File: src/rtl/sdram_avalon_arbiter.sv
// rtl/sdram_avalon_arbiter.sv - two-master round-robin Avalon-MM arbiter for the SDRAM controller
// A tag FIFO remembers which master issued each outstanding read so responses route back in order.
module sdram_avalon_arbiter #(
    parameter int ADDR_WIDTH  = 22,
    parameter int DATA_WIDTH  = 16,
    parameter int MAX_PENDING = 8
) (
    input  logic                          clk_clk,
    input  logic                          reset_reset_n,
    input  logic [ADDR_WIDTH-1:0]         m0_address,
    input  logic                          m0_read,
    input  logic                          m0_write,
    input  logic [DATA_WIDTH-1:0]         m0_writedata,
    input  logic [1:0]                    m0_byteenable,
    output logic                          m0_waitrequest,
    output logic                          m0_readdatavalid,
    output logic [DATA_WIDTH-1:0]         m0_readdata,
    input  logic [ADDR_WIDTH-1:0]         m1_address,
    input  logic                          m1_read,
    input  logic                          m1_write,
    input  logic [DATA_WIDTH-1:0]         m1_writedata,
    input  logic [1:0]                    m1_byteenable,
    output logic                          m1_waitrequest,
    output logic                          m1_readdatavalid,
    output logic [DATA_WIDTH-1:0]         m1_readdata,
    output logic [ADDR_WIDTH-1:0]         s_address,
    output logic [DATA_WIDTH-1:0]         s_writedata,
    output logic [1:0]                    s_byteenable,
    output logic                          s_read,
    output logic                          s_write,
    input  logic                          s_waitrequest,
    input  logic                          s_readdatavalid,
    input  logic [DATA_WIDTH-1:0]         s_readdata,
    output logic [$clog2(MAX_PENDING):0]  pending,
    output logic                          err_orphan
);
    localparam int PTR_W = $clog2(MAX_PENDING);
    localparam int CNT_W = PTR_W + 1;
    localparam logic [CNT_W-1:0] FULL_CNT = CNT_W'(MAX_PENDING);

    typedef enum logic {S_IDLE, S_GRANT} state_t;

    state_t                 state_q, state_d;
    logic                   grant_q, grant_d;
    logic                   last_grant_q, last_grant_d;
    logic [MAX_PENDING-1:0] tag_q;
    logic [PTR_W-1:0]       wr_ptr_q, rd_ptr_q;
    logic [CNT_W-1:0]       pending_q, pending_d;
    logic                   err_orphan_q;

    logic g_read, g_write, fifo_empty, tag_full, push, pop, accept, head;
    logic m0_req, m1_req;

    assign m0_req     = m0_read | m0_write;
    assign m1_req     = m1_read | m1_write;
    assign fifo_empty = (pending_q == '0);
    assign head       = tag_q[rd_ptr_q];
    assign pop        = s_readdatavalid & ~fifo_empty & reset_reset_n;
    // A beat leaving this cycle frees a slot, so a read may enter a full FIFO alongside it.
    assign tag_full   = (pending_q == FULL_CNT) & ~pop;
    assign g_read     = grant_q ? m1_read  : m0_read;
    assign g_write    = grant_q ? m1_write : m0_write;

    assign s_address    = grant_q ? m1_address    : m0_address;
    assign s_writedata  = grant_q ? m1_writedata  : m0_writedata;
    assign s_byteenable = grant_q ? m1_byteenable : m0_byteenable;

    assign push      = accept & s_read;
    assign pending_d = pending_q + CNT_W'(push) - CNT_W'(pop);

    assign m0_readdatavalid = pop & ~head;
    assign m1_readdatavalid = pop & head;
    assign m0_readdata      = s_readdata;
    assign m1_readdata      = s_readdata;
    assign pending          = pending_q;
    assign err_orphan       = err_orphan_q;

    always_comb begin
        state_d        = state_q;
        grant_d        = grant_q;
        last_grant_d   = last_grant_q;
        m0_waitrequest = 1'b1;
        m1_waitrequest = 1'b1;
        s_read         = 1'b0;
        s_write        = 1'b0;
        accept         = 1'b0;
        case (state_q)
            S_IDLE: begin
                if (m0_req | m1_req) begin
                    state_d = S_GRANT;
                    grant_d = (m0_req & m1_req) ? ~last_grant_q : m1_req;
                end
            end
            S_GRANT: begin
                s_read  = g_read & ~tag_full;
                s_write = g_write;
                accept  = (s_read | s_write) & ~s_waitrequest;
                if (grant_q) begin
                    m1_waitrequest = s_waitrequest | (g_read & tag_full);
                end else begin
                    m0_waitrequest = s_waitrequest | (g_read & tag_full);
                end
                if (accept) begin
                    last_grant_d = grant_q;
                    state_d      = S_IDLE;
                end else if (~(g_read | g_write)) begin
                    state_d = S_IDLE;
                end
            end
            default: state_d = S_IDLE;
        endcase
        if (!reset_reset_n) begin
            m0_waitrequest = 1'b1;
            m1_waitrequest = 1'b1;
            s_read         = 1'b0;
            s_write        = 1'b0;
            accept         = 1'b0;
        end
    end

    always_ff @(posedge clk_clk) begin
        if (!reset_reset_n) begin
            state_q      <= S_IDLE;
            grant_q      <= 1'b0;
            last_grant_q <= 1'b1;
            wr_ptr_q     <= '0;
            rd_ptr_q     <= '0;
            pending_q    <= '0;
            err_orphan_q <= 1'b0;
        end else begin
            state_q      <= state_d;
            grant_q      <= grant_d;
            last_grant_q <= last_grant_d;
            pending_q    <= pending_d;
            if (push) begin
                wr_ptr_q <= wr_ptr_q + PTR_W'(1);
            end
            if (pop) begin
                rd_ptr_q <= rd_ptr_q + PTR_W'(1);
            end
            if (s_readdatavalid & fifo_empty) begin
                err_orphan_q <= 1'b1;
            end
        end
    end

    // Tag storage needs no reset: only entries below the pending count are ever read.
    always_ff @(posedge clk_clk) begin
        if (push) begin
            tag_q[wr_ptr_q] <= grant_q;
        end
    end
endmodule

File: config.mk
export PLATFORM = sky130hd
export DESIGN_NAME = sdram_avalon_arbiter
export DESIGN_NICKNAME = d
export VERILOG_FILES = /design/src/rtl/sdram_avalon_arbiter.sv
export SDC_FILE = /design/constraint.sdc
export NUM_CORES = 1
export LEC_CHECK = 0
export ABC_AREA = 1
export CORE_ASPECT_RATIO = 2
export CORE_MARGIN = 1
export CORE_UTILIZATION = 28
export DETAILED_ROUTE_END_ITERATION = 7
export GPL_TIMING_DRIVEN = 0
export PLACE_DENSITY_LB_ADDON = 0.12
export SYNTH_ARGS = -nofsm -noshare
export SYNTH_HDL_FRONTEND = slang
export SYNTH_SLANG_ARGS = --single-unit
File: constraint.sdc
create_clock -name clk_clk -period 2.1 [get_ports clk_clk]
set_input_delay 0.21 -clock clk_clk [delete_from_list [all_inputs] [get_ports clk_clk]]
set_output_delay 0.21 -clock clk_clk [all_outputs]
set_load 0.02 [all_outputs]
==> results of run 1 <==
-- repair_timing --
action                     4_1_cts  5_1_grt
resized for setup               24       16
hold buffers                     0        0
pin swaps                        0        2
setup buffers                    1        2
setup endpoints to repair       47       24
-- synthesized netlist by cell type --
cell        n
nor2_1     20
xor2_1      1
nor2_2      5
a31oi_1     1
edfxtp_1    8
fa_1        1
nor3b_2     1
nand2_1   154
xnor2_1     1
nand4_4     1
inv_2       6
buf_4      33
nand2_2     4
nor2_4      1
clkinv_1    1
inv_1      17
nand4_1     1
clkbuf_1    9
dfxtp_1    14
a21oi_1     7
o21ai_0     7
nand2_4     3
ha_1        8
o21ai_1     4
nand3_1     9
-- stage by stage --
| step | TNS, ns | setup WS (ns) | util, % |
|---|---|---|---|
| after global routing | -0.00323 | -0.00261 | 60.5 |
| final | 0 | 0.0616 | 60.5 |
| after global placement | -0.964 | -0.345 | 57.7 |
| after floorplan | 0 | 0.00188 | - |
| after CTS | 0 | 0.0113 | 59.5 |
| after detailed placement | -1.48 | -0.365 | 57.7 |
-- final cells by class --
type                    count  area (µm²)  share of cell area (%)
repair buffers            173        1740                    43.0
multi-input cells         229        1150                    28.6
flip-flops and latches     22         536                    13.3
plain buffers              42         302                    7.47
well taps                  88         110                    2.73
inverters                  24        92.6                    2.29
clock buffers               3        75.1                    1.86
clock inverters             1        30.0                   0.744
-- worst reg2reg max path, stage by stage, from the launching register on --
cell	delay [ns]
dfxtp_4	0.37
inv_2	0.05
ha_4	0.15
nand2_4	0.08
nand2_8	0.08
nand2_4	0.09
nand4_4	0.09
ha_4	0.28
inv_2	0.03
ha_4	0.15
fa_2	0.51
nand2_1	0.05
inv_1	0.06
-- sequential cells by signal, indices dropped and copies added (netlist names) --
signal and count:
err_orphan 1, grant_q 1, last_grant_q 1, pending 4
rd_ptr_q 3, state_q 1, tag_q 8, wr_ptr_q 3
-- metal layers --
layer	share of wire [%]	vias to the layer above	global-route usage, %
met2	55	125	37.8
met3	9.7	18	7.06
li1	-	1291	-
met4	3.6	0	8.52
met5	0	-	0
met1	32	1079	18.9
-- cell families after synthesis --
logic type / Yosys count / synth area share, %
XOR/XNOR: 2 / 0.891
buffers and inverters: 66 / 18.9
flip-flops: 22 / 26.5
AND/OR/NAND/NOR: 199 / 42.7
AO/OA/AOI/OAI: 19 / 4.90
adder cells (fa/ha/maj): 9 / 6.11
-- worst min-delay path by stage --
stage                                         end  slack, ns  depth (start not counted)
after floorplan             pending[2]$_SDFF_PN0_       0.37                          2
after global routing      err_orphan$_SDFFE_PN0P_       0.37                          3
after CTS                 err_orphan$_SDFFE_PN0P_       0.46                          2
after detailed placement  err_orphan$_SDFFE_PN0P_       0.44                          2
after global placement    err_orphan$_SDFFE_PN0P_       0.44                          2
final                     err_orphan$_SDFFE_PN0P_       0.33                          3
-- where the power goes --
group / internal [mW] / switching [mW] / total [mW]
Clock: 0.379 / 0.158 / 0.537
Sequential: 0.508 / 0.0753 / 0.583
Combinational: 0.657 / 0.634 / 1.29
==> tab_implementation.tex, run 1 <==
\begin{tabular}{lr}
\hline
Metric & Value \\
\hline
\multicolumn{2}{l}{\textbf{Placed design}} \\
\# port buffers & 170 \\
Cell area reported after detailed placement & 3850 µm² \\
Routability cong. & 0.788 \\
Cell count after placement & 575 \\
DP HPWL & 6.22 mm \\
\multicolumn{2}{l}{\textbf{CTS}} \\
Clock root buffer & clkbuf\_16 \\
Register clock-pin slew on the reported worst setup and hold paths & 0.06 ns \\
Clock latency of the later-clocked register in the worst-skew pair & 0.26 ns \\
Number of CTS-inserted buffers & 3 \\
CTS tree & yes \\
Clock net sink count & 22 \\
Maximum number of buffers from clock root to sink & 2 \\
CTS H-tree lvls & 1 \\
\multicolumn{2}{l}{\textbf{Synth}} \\
Share of the synthesized area in the top cell type & 29.4\% \\
Post-synth design cell area & 1970 µm² \\
Post-synthesis area per instance & 6.20 µm² \\
Synth area leaders & nand2\_1, dfxtp\_1, buf\_4 \\
Total nets after synthesis & 430 \\
Yosys synthesis warning count & 0 \\
Dominant cell type by area after synthesis & nand2\_1 \\
Number of storage elements in the synthesis netlist & 22 \\
Number of cells produced by synthesis & 317 \\
Sequential fraction of the synthesis area & 26.5\% \\
Distinct cell type count after synthesis & 25 \\
\multicolumn{2}{l}{\textbf{Critical path}} \\
Slowest CP cell & fa\_2 \\
Arrival time of data at the critical path endpoint & 2.24 ns \\
Critical path fanouts, max & 8 \\
Minimum setup slack among reg-to-reg paths & 0.06 ns \\
Reg2reg path depth & 12 \\
Cells along the critical path & inv\_2, ha\_4, nand2\_4, nand2\_8, nand2\_4, nand4\_4, ha\_4, inv\_2, ha\_4, fa\_2, nand2\_1, inv\_1 \\
Peak per-stage delay on the critical path & 0.51 ns \\
CP most frequent cell & ha\_4 \\
Type of destination of the critical path & flip-flop \\
Number of gates on the worst path with buffers counted & 12 \\
Beginning of the critical path & pending[3]\$\_SDFF\_PN0\_ \\
Buffers \& Inverters on Critical Path & 3 \\
CP Launch Type & flip-flop \\
Crit path max-delay family & adder cells \\
Critical path class & reg -> reg \\
Endpoint of the worst register-to-register path & pending[1]\$\_SDFF\_PN0\_ \\
Data required time at the worst endpoint & 2.30 ns \\
Critical Path Sink & pending[1]\$\_SDFF\_PN0\_ \\
Reg-to-Reg Start & pending[3]\$\_SDFF\_PN0\_ \\
\multicolumn{2}{l}{\textbf{Power}} \\
Power after layout & 2.41 mW \\
Static Leakage & 1.95 nW \\
Power per unit of standard cell area & 598 nW/µm² \\
VDD IR-drop max & 0.000280 V \\
\multicolumn{2}{l}{\textbf{STA}} \\
Endpoints failing hold & 0 \\
Hold WS & 0.326 ns \\
Share of the cycle needed by the critical path after routing & 97.1\% \\
Relative max-transition margin & 70.1\% \\
Number of pins with negative max-slew slack in the final report & 0 \\
Number of setup violations in the final report & 0 \\
Timing-limited maximum frequency & 491 MHz \\
Fin Clk Skew & 0.00456 ns \\
Min cycle time layout & 2.04 ns \\
Actual transition at the worst max-transition pin & 0.448 ns \\
\multicolumn{2}{l}{\textbf{Finish}} \\
Final non-filler cell area & 4040 µm² \\
Most frequent cells in the layout & nand2\_1, clkdlybuf4s50\_1, buf\_4 \\
Count of antenna diodes in the layout & 0 \\
Non-filler instance count after layout & 582 \\
Fraction of layout instances using a drive strength above 1 & 17.0\% \\
Area overhead of the layout relative to synthesis & 105\% \\
Nets & 608 \\
Layout filler cell count & 630 \\
Commonest non-fill, non-tap cell in the layout & nand2\_1 \\
\multicolumn{2}{l}{\textbf{Flow run}} \\
Max\_cap viols & 0 \\
\multicolumn{2}{l}{\textbf{Global route}} \\
Vias in the first global route & 2518 \\
Number of antenna violations at the first check in global routing & 0 \\
Global-route usage over all layers & 20.4\% \\
Global-route wire length before repair & 11.3 mm \\
Largest net degree at the start of global routing & 14 \\
Remaining global-route overflow & 0 \\
\multicolumn{2}{l}{\textbf{Die}} \\
Starting density of the core & 29.5\% \\
Y dimension of the die & 120 µm \\
Core Area & 6670 µm² \\
Die width & 61.2 µm \\
Std-Cell Rows & 42 \\
Area of the die & 7380 µm² \\
IO Pins & 187 \\
\multicolumn{2}{l}{\textbf{Drt}} \\
Initial DRC count & 43 \\
Routed length per placed instance & 12.3 µm \\
Final WL & 7.17 mm \\
Vias per inst & 4.32 \\
First-pass iteration count of the detailed router & 4 \\
\# DRC & 0 \\
Vias after detailed routing & 2513 \\
Residual antenna-violating net count after detailed routing & 0 \\
\multicolumn{2}{l}{\textbf{Hold path}} \\
Worst min-delay path category & in -> reg \\
Origin of the worst min-delay path & reset\_reset\_n \\
\multicolumn{2}{l}{\textbf{Status}} \\
Run status & finished, final reports clean \\
\hline
\end{tabular}
No activity file was read; power rests on OpenSTA's default activity.
==> run 2, diff against run 1 <==
--- a/config.mk
+++ b/config.mk
@@ -11,6 +11,7 @@
 export CORE_UTILIZATION = 28
 export DETAILED_ROUTE_END_ITERATION = 7
 export GPL_TIMING_DRIVEN = 0
+export MAX_ROUTING_LAYER = met4
 export PLACE_DENSITY_LB_ADDON = 0.12
 export SYNTH_ARGS = -nofsm -noshare
 export SYNTH_HDL_FRONTEND = slang
==> constraint.sdc (replaced) <==
create_clock -name clk_clk -period 1.6 [get_ports clk_clk]
set_input_delay 0.16 -clock clk_clk [delete_from_list [all_inputs] [get_ports clk_clk]]
set_output_delay 0.16 -clock clk_clk [all_outputs]
set_load 0.02 [all_outputs]
==> run 2 against run 1 <==
Effect of this change: power grew 32%; worst setup slack got worse by 0.47 ns; final cell count increased by 1.0%; non-clock buffer count is 6 higher; first-iteration DRC count down 4.7%; fmax rose by 1.6%; global-route usage is 0.51 points lower; utilization up 1.7 points; design area up 2.8%; register-to-register slack got worse by 0.47 ns; the flow now finishes with violations (negative setup slack); critical path type unchanged.
==> tab_implementation.tex, run 2 (synthesized netlist as in run 1, its figures left out) <==
\begin{tabular}{lr}
\hline
Metric & Value \\
\hline
\multicolumn{2}{l}{\textbf{Status}} \\
Run status & finished with violations \\
Failing checks & negative setup slack \\
\multicolumn{2}{l}{\textbf{Critical path}} \\
Cells along the critical path & inv\_4, ha\_4, nor3b\_4, nand2\_4, nand4\_4, ha\_4, inv\_2, ha\_4, fa\_2, nand2\_1, inv\_1 \\
Minimum setup slack among reg-to-reg paths & -0.41 ns (-0.47 ns) \\
Crit path max-delay family & adder cells \\
Type of destination of the critical path & flip-flop \\
CP most frequent cell & ha\_4 \\
Buffers \& Inverters on Critical Path & 3 (unchanged) \\
Arrival time of data at the critical path endpoint & 2.20 ns (-0.04 ns) \\
Critical path fanouts, max & 3 (-5) \\
CP Launch Type & flip-flop \\
Peak per-stage delay on the critical path & 0.51 ns (about the same) \\
Critical path class & reg -> reg \\
Slowest CP cell & fa\_2 \\
Data required time at the worst endpoint & 1.80 ns (-0.50 ns) \\
\multicolumn{2}{l}{\textbf{Drt}} \\
Vias after detailed routing & 2583 (+2.8\%) \\
Vias per inst & 4.39 (+1.7\%) \\
\# DRC & 0 (unchanged) \\
Initial DRC count & 41 (-4.7\%) \\
Residual antenna-violating net count after detailed routing & 0 (unchanged) \\
Routed length per placed instance & 12.1 µm (-1.8\%) \\
First-pass iteration count of the detailed router & 4 (unchanged) \\
Final WL & 7.11 mm (-0.81\%) \\
\multicolumn{2}{l}{\textbf{Global route}} \\
Remaining global-route overflow & 0 (unchanged) \\
Number of antenna violations at the first check in global routing & 0 (unchanged) \\
Met2 track demand over resource & 38.7\% (+0.82 points) \\
Vias in the first global route & 2565 (+1.9\%) \\
Grt met1 use & 18.3\% (-0.51 points) \\
Routing layer with the top usage in global route & met2 \\
Largest net degree at the start of global routing & 13 (-1) \\
Met3 Track Usage GR & 3.53\% (-3.5 points) \\
Global-route usage over all layers & 19.9\% (-0.51 points) \\
Global-route wire length before repair & 10.9 mm (-3.8\%) \\
\multicolumn{2}{l}{\textbf{Die}} \\
Starting density of the core & 29.5\% (unchanged) \\
Area of the die & 7380 µm² (unchanged) \\
Core Area & 6670 µm² (unchanged) \\
Die width & 61.2 µm (unchanged) \\
Std-Cell Rows & 42 (unchanged) \\
Y dimension of the die & 120 µm (unchanged) \\
IO Pins & 187 (unchanged) \\
\multicolumn{2}{l}{\textbf{CTS}} \\
Maximum number of buffers from clock root to sink & 2 (unchanged) \\
CTS tree & yes \\
Hold buffers post-CTS & 0 (unchanged) \\
Clock net sink count & 22 (unchanged) \\
Clock latency of the later-clocked register in the worst-skew pair & 0.25 ns (about the same) \\
CTS H-tree lvls & 1 (unchanged) \\
Number of CTS-inserted buffers & 3 (unchanged) \\
Register clock-pin slew on the reported worst setup and hold paths & 0.06 ns (about the same) \\
Clock root buffer & clkbuf\_16 \\
\multicolumn{2}{l}{\textbf{STA}} \\
Number of pins with negative max-slew slack in the final report & 0 (unchanged) \\
Endpoints failing hold & 0 (unchanged) \\
Actual transition at the worst max-transition pin & 0.459 ns (+0.0111 ns) \\
Setup repair after global routing missed its margin & true \\
Timing-limited maximum frequency & 498 MHz (+1.6\%) \\
Share of the cycle needed by the critical path after routing & 125\% (+28 points) \\
Final worst setup slack & -0.407 ns (-0.468 ns) \\
Relative max-transition margin & 69.4\% (-0.74 points) \\
Number of setup violations in the final report & 6 (+6) \\
Min cycle time layout & 2.01 ns (-0.0317 ns) \\
Fin Clk Skew & 0.00425 ns (-0.000308 ns) \\
Hold WS & 0.423 ns (+0.0969 ns) \\
\multicolumn{2}{l}{\textbf{Finish}} \\
Count of antenna diodes in the layout & 0 (unchanged) \\
Fraction of layout instances using a drive strength above 1 & 30.2\% (+13 points) \\
Final non-filler cell area & 4150 µm² (+2.8\%) \\
Most frequent cells in the layout & nand2\_1, clkdlybuf4s50\_1, buf\_4 \\
Area overhead of the layout relative to synthesis & 111\% \\
Register ranked first by flip-flop count & tag\_q \\
Commonest non-fill, non-tap cell in the layout & nand2\_1 \\
Nets & 614 (+0.99\%) \\
Number of flip-flops in the largest register & 8 (unchanged) \\
\multicolumn{2}{l}{\textbf{Placed design}} \\
\# port buffers & 170 (unchanged) \\
Cell area reported after detailed placement & 3850 µm² (unchanged) \\
DP HPWL & 6.03 mm (-3.1\%) \\
Routability cong. & 0.812 (+3.0\%) \\
\multicolumn{2}{l}{\textbf{Hold path}} \\
Worst min-delay path category & in -> reg \\
\multicolumn{2}{l}{\textbf{Flow run}} \\
Max\_cap viols & 0 (unchanged) \\
\multicolumn{2}{l}{\textbf{Power}} \\
Static Leakage & 1.91 nW (-1.8\%) \\
Power after layout & 3.18 mW (+32\%) \\
Power per unit of standard cell area & 766 nW/µm² (+28\%) \\
VDD IR-drop max & 0.000529 V (+89\%) \\
\hline
\end{tabular}
## run 2: cell type report
type                       instances  area, µm²
timing repair buffer             179       1770
buffer                            42        315
inverter                          24        100
fill                             647       2520
clock buffer                       3       75.1
tap                               88        110
clock inverter                     1       3.75
multi-input combinational        229       1230
sequential                        22        539
## run 2: power by group
group | internal [mW] | leakage [nW] | switching [mW]
registers | 0.672 | 0.192 | 0.118
clock network | 0.333 | 0.0385 | 0.193
logic | 0.956 | 1.68 | 0.906
total | 1.96 | 1.91 | 1.22
## run 2: path summary, 6_finish.rpt
check | cells after the start | endpoint | startpoint
max | 11 | pending[1]$_SDFF_PN0_ | pending[2]$_SDFF_PN0_
min | 3 | pending[2]$_SDFF_PN0_ | reset_reset_n
max reg2reg | 11 | pending[1]$_SDFF_PN0_ | pending[2]$_SDFF_PN0_
min reg2reg | 2 | last_grant_q$_SDFFE_PN1N_ | last_grant_q$_SDFFE_PN1N_
## run 2: timing repair
| item | CTS | global route |
|---|---|---|
| setup endpoints to repair | 58 | 56 |
| endpoints found under the hold margin | 0 | 0 |
| pin swaps | 3 | 12 |
| gates resized for setup | 168 | 48 |
| buffers inserted | 6 | 4 |
## run 2: worst register-to-register path: cells and delay by family, from the launching register on
family        cells  cell delay (ns)
fa+ha+maj         4             1.08
buf+inv           3             0.15
simple gates      4             0.37
flops             1             0.36
## run 2: per-layer routing
layer  share of wire [%]  vias up
met3                 6.5       10
li1                    -     1307
met5                   0        -
met2                  60      120
met4                 1.9        0
met1                  32     1146
## run 2: through the flow
step / util [%] / instances / setup slack, ns / setup TNS, ns
floorplan: - / 317 / -0.498 / -1.28
global placement: 57.7 / 575 / -0.822 / -22.29
detailed placement: 57.7 / 575 / -0.854 / -23.07
CTS: 60.8 / 585 / -0.408 / -1.61
global route: 62.2 / 588 / -0.463 / -2.84
finish: 62.2 / 588 / -0.407 / -1.84
==> run 3, diff against run 2 <==
--- a/config.mk
+++ b/config.mk
@@ -16,3 +16,4 @@
 export SYNTH_ARGS = -nofsm -noshare
 export SYNTH_HDL_FRONTEND = slang
 export SYNTH_SLANG_ARGS = --single-unit
+export TNS_END_PERCENT = 20
==> run 3 against run 2 <==
Effect of this change: the flow still finishes with violations (negative setup slack); global-route usage is 1.4 points higher; final cell count stayed put; worst hold slack worse by 0.031 ns; routed wire length is 3.2% higher; clock power is 34% higher; non-clock buffer count stayed put; worst setup slack worse by 0.0065 ns; largest power group unchanged.
==> tab_implementation.tex, run 3 (synthesized netlist as in run 1, its figures left out) <==
\begin{tabular}{lr}
\hline
Metric & Value \\
\hline
\multicolumn{2}{l}{\textbf{Status}} \\
Run status & finished with violations \\
Failing checks & negative setup slack \\
\multicolumn{2}{l}{\textbf{Global route}} \\
Remaining global-route overflow & 0 (unchanged) \\
Number of antenna violations at the first check in global routing & 0 (unchanged) \\
Largest net degree at the start of global routing & 14 (+1) \\
Vias in the first global route & 2561 (-0.16\%) \\
Global-route usage over all layers & 21.3\% (+1.4 points) \\
Global-route wire length before repair & 11.5 mm (+6.0\%) \\
\multicolumn{2}{l}{\textbf{STA}} \\
Endpoints failing hold & 0 (unchanged) \\
Final worst setup slack & -0.413 ns (-0.00646 ns) \\
Min cycle time layout & 2.01 ns (+0.00646 ns) \\
Fin Clk Skew & 0.00181 ns (-0.00244 ns) \\
Hold WS & 0.391 ns (-0.0313 ns) \\
Share of the cycle needed by the critical path after routing & 126\% (+0.40 points) \\
Actual transition at the worst max-transition pin & 0.462 ns (+0.00295 ns) \\
Number of pins with negative max-slew slack in the final report & 0 (unchanged) \\
Number of setup violations in the final report & 14 (+8) \\
Setup repair after global routing missed its margin & true \\
Timing-limited maximum frequency & 497 MHz (-0.32\%) \\
Relative max-transition margin & 69.2\% (-0.20 points) \\
Setup tns final & -2.37 ns (-0.529 ns) \\
\multicolumn{2}{l}{\textbf{Placed design}} \\
Routability cong. & 0.799 (-1.5\%) \\
\# port buffers & 170 (unchanged) \\
DP HPWL & 6.22 mm (+3.2\%) \\
Cell count after placement & 575 (unchanged) \\
Worst slack, placed & -0.815 ns (+0.0392 ns) \\
Cell area reported after detailed placement & 3850 µm² (unchanged) \\
\multicolumn{2}{l}{\textbf{Power}} \\
Power after layout & 3.17 mW (-0.20\%) \\
Share of power burned in registers & 24.3\% (-0.5 points) \\
P\_int & 2.02 mW (+2.9\%) \\
Power per unit of standard cell area & 780 nW/µm² (+1.9\%) \\
Switching share of power & 36.4\% (-1.9 points) \\
Switch Pwr & 1.15 mW (-5.3\%) \\
VDD IR-drop max & 0.000377 V (-29\%) \\
Combinational share of power & 53.4\% (-5.2 points) \\
Static Leakage & 1.91 nW (-0.24\%) \\
Part of the power in the clock network & 22.2\% (+5.6 points) \\
\multicolumn{2}{l}{\textbf{Die}} \\
Core Area & 6670 µm² (unchanged) \\
IO Pins & 187 (unchanged) \\
Starting density of the core & 29.5\% (unchanged) \\
Area of the die & 7380 µm² (unchanged) \\
Die width & 61.2 µm (unchanged) \\
Std-Cell Rows & 42 (unchanged) \\
Y dimension of the die & 120 µm (unchanged) \\
\multicolumn{2}{l}{\textbf{Critical path}} \\
CP Launch Type & flip-flop \\
Type of destination of the critical path & flip-flop \\
Slowest CP cell & fa\_2 \\
Crit path max-delay family & adder cells \\
Cells along the critical path & inv\_2, ha\_4, nand2\_4, nand2\_8, nand2\_4, nand4\_4, ha\_4, inv\_2, ha\_4, fa\_2, nand2\_1, inv\_1 \\
CP most frequent cell & ha\_4 \\
Critical path class & reg -> reg \\
Buffers \& Inverters on Critical Path & 3 (unchanged) \\
Critical path fanouts, max & 3 (unchanged) \\
Arrival time of data at the critical path endpoint & 2.21 ns (about the same) \\
Data required time at the worst endpoint & 1.80 ns (about the same) \\
Peak per-stage delay on the critical path & 0.51 ns (about the same) \\
\multicolumn{2}{l}{\textbf{Drt}} \\
First-pass iteration count of the detailed router & 4 (unchanged) \\
Initial DRC count & 61 (+49\%) \\
Vias per inst & 4.38 (-0.35\%) \\
Vias after detailed routing & 2574 (-0.35\%) \\
Final WL & 7.34 mm (+3.2\%) \\
\# DRC & 0 (unchanged) \\
Residual antenna-violating net count after detailed routing & 0 (unchanged) \\
Routed length per placed instance & 12.5 µm (+3.2\%) \\
\multicolumn{2}{l}{\textbf{CTS}} \\
Maximum number of buffers from clock root to sink & 2 (unchanged) \\
CTS H-tree lvls & 1 (unchanged) \\
Number of CTS-inserted buffers & 3 (unchanged) \\
Clock net sink count & 22 (unchanged) \\
Register clock-pin slew on the reported worst setup and hold paths & 0.06 ns (about the same) \\
Clock latency of the later-clocked register in the worst-skew pair & 0.26 ns (about the same) \\
CTS tree & yes \\
Hold buffers post-CTS & 0 (unchanged) \\
Clock root buffer & clkbuf\_16 \\
\multicolumn{2}{l}{\textbf{Finish}} \\
Fin util & 60.9\% (-1.3 points) \\
Area overhead of the layout relative to synthesis & 107\% \\
Layout filler cell count & 640 (-1.1\%) \\
Commonest non-fill, non-tap cell in the layout & nand2\_1 \\
Most frequent cells in the layout & nand2\_1, clkdlybuf4s50\_1, buf\_4 \\
Non-filler instance count after layout & 588 (unchanged) \\
Fraction of layout instances using a drive strength above 1 & 27.8\% (-2.4 points) \\
Register ranked first by flip-flop count & tag\_q \\
Nets & 614 (unchanged) \\
Number of flip-flops in the largest register & 8 (unchanged) \\
Count of antenna diodes in the layout & 0 (unchanged) \\
Final non-filler cell area & 4070 µm² (-2.0\%) \\
\multicolumn{2}{l}{\textbf{Hold path}} \\
Worst min-delay path category & in -> reg \\
\multicolumn{2}{l}{\textbf{Flow run}} \\
Max\_cap viols & 0 (unchanged) \\
\hline
\end{tabular}
-- run 3: changes by cell type in the layout (fill, tap and decap cells not counted), sizes merged --
cell           delta
clkinv            -1
clkbuf           +13
bufinv            +1
buf               -3
clkdlybuf4s15    -11
clkdlybuf4s18     +1
-- run 3: final cells by class --
cell class,count,area [µm²],area share (%)
clock buffer,3,75.1,1.85
inverter,24,95.1,2.34
multi-input combinational,229,1180,29.0
timing repair buffer,179,1710,42.0
sequential,22,539,13.3
clock inverter,1,30.0,0.739
tap,88,110,2.71
buffer,42,329,8.09
-- run 3: what timing repair did --
item,4_1_cts,5_1_grt
pin swaps,6,5
endpoints found under the setup margin,58,56
gates resized for setup,145,49
buffers inserted,5,4
-- run 3: worst min-delay path, stage by stage --
cell           delay, ns
dlygate4sd2_1       0.27
nand2_1             0.09
o21ai_0             0.08
-- run 3: power by group through the flow --
stage	Sequential, mW	Combinational, mW	Clock (mW)
4_1_cts	0.770	1.69	0.709
5_1_grt	0.781	1.87	0.734
3_5_place_dp	0.778	1.66	0
2_1_floorplan	0.807	0.880	0
3_3_place_gp	0.775	1.64	0
6_report	0.772	1.69	0.706
-- run 3: worst paths after layout --
path | startpoint | slack, ns | depth (start not counted) | to
worst min-delay path | reset_reset_n | 0.39 | 3 | err_orphan$_SDFFE_PN0P_
worst max register to register | pending[3]$_SDFF_PN0_ | -0.41 | 12 | pending[1]$_SDFF_PN0_
worst max-delay path | pending[3]$_SDFF_PN0_ | -0.41 | 12 | pending[1]$_SDFF_PN0_
worst min register to register | err_orphan$_SDFFE_PN0P_ | 0.45 | 2 | err_orphan$_SDFFE_PN0P_
-- run 3: routing by layer --
metal  up-vias  GRT usage, %  routed length (µm)
met4         0          7.81                 247
met1      1123          20.4                2390
li1       1302             -                   -
met5         -             -                   0
met2       131          38.8                4070
met3        18          5.56                 627
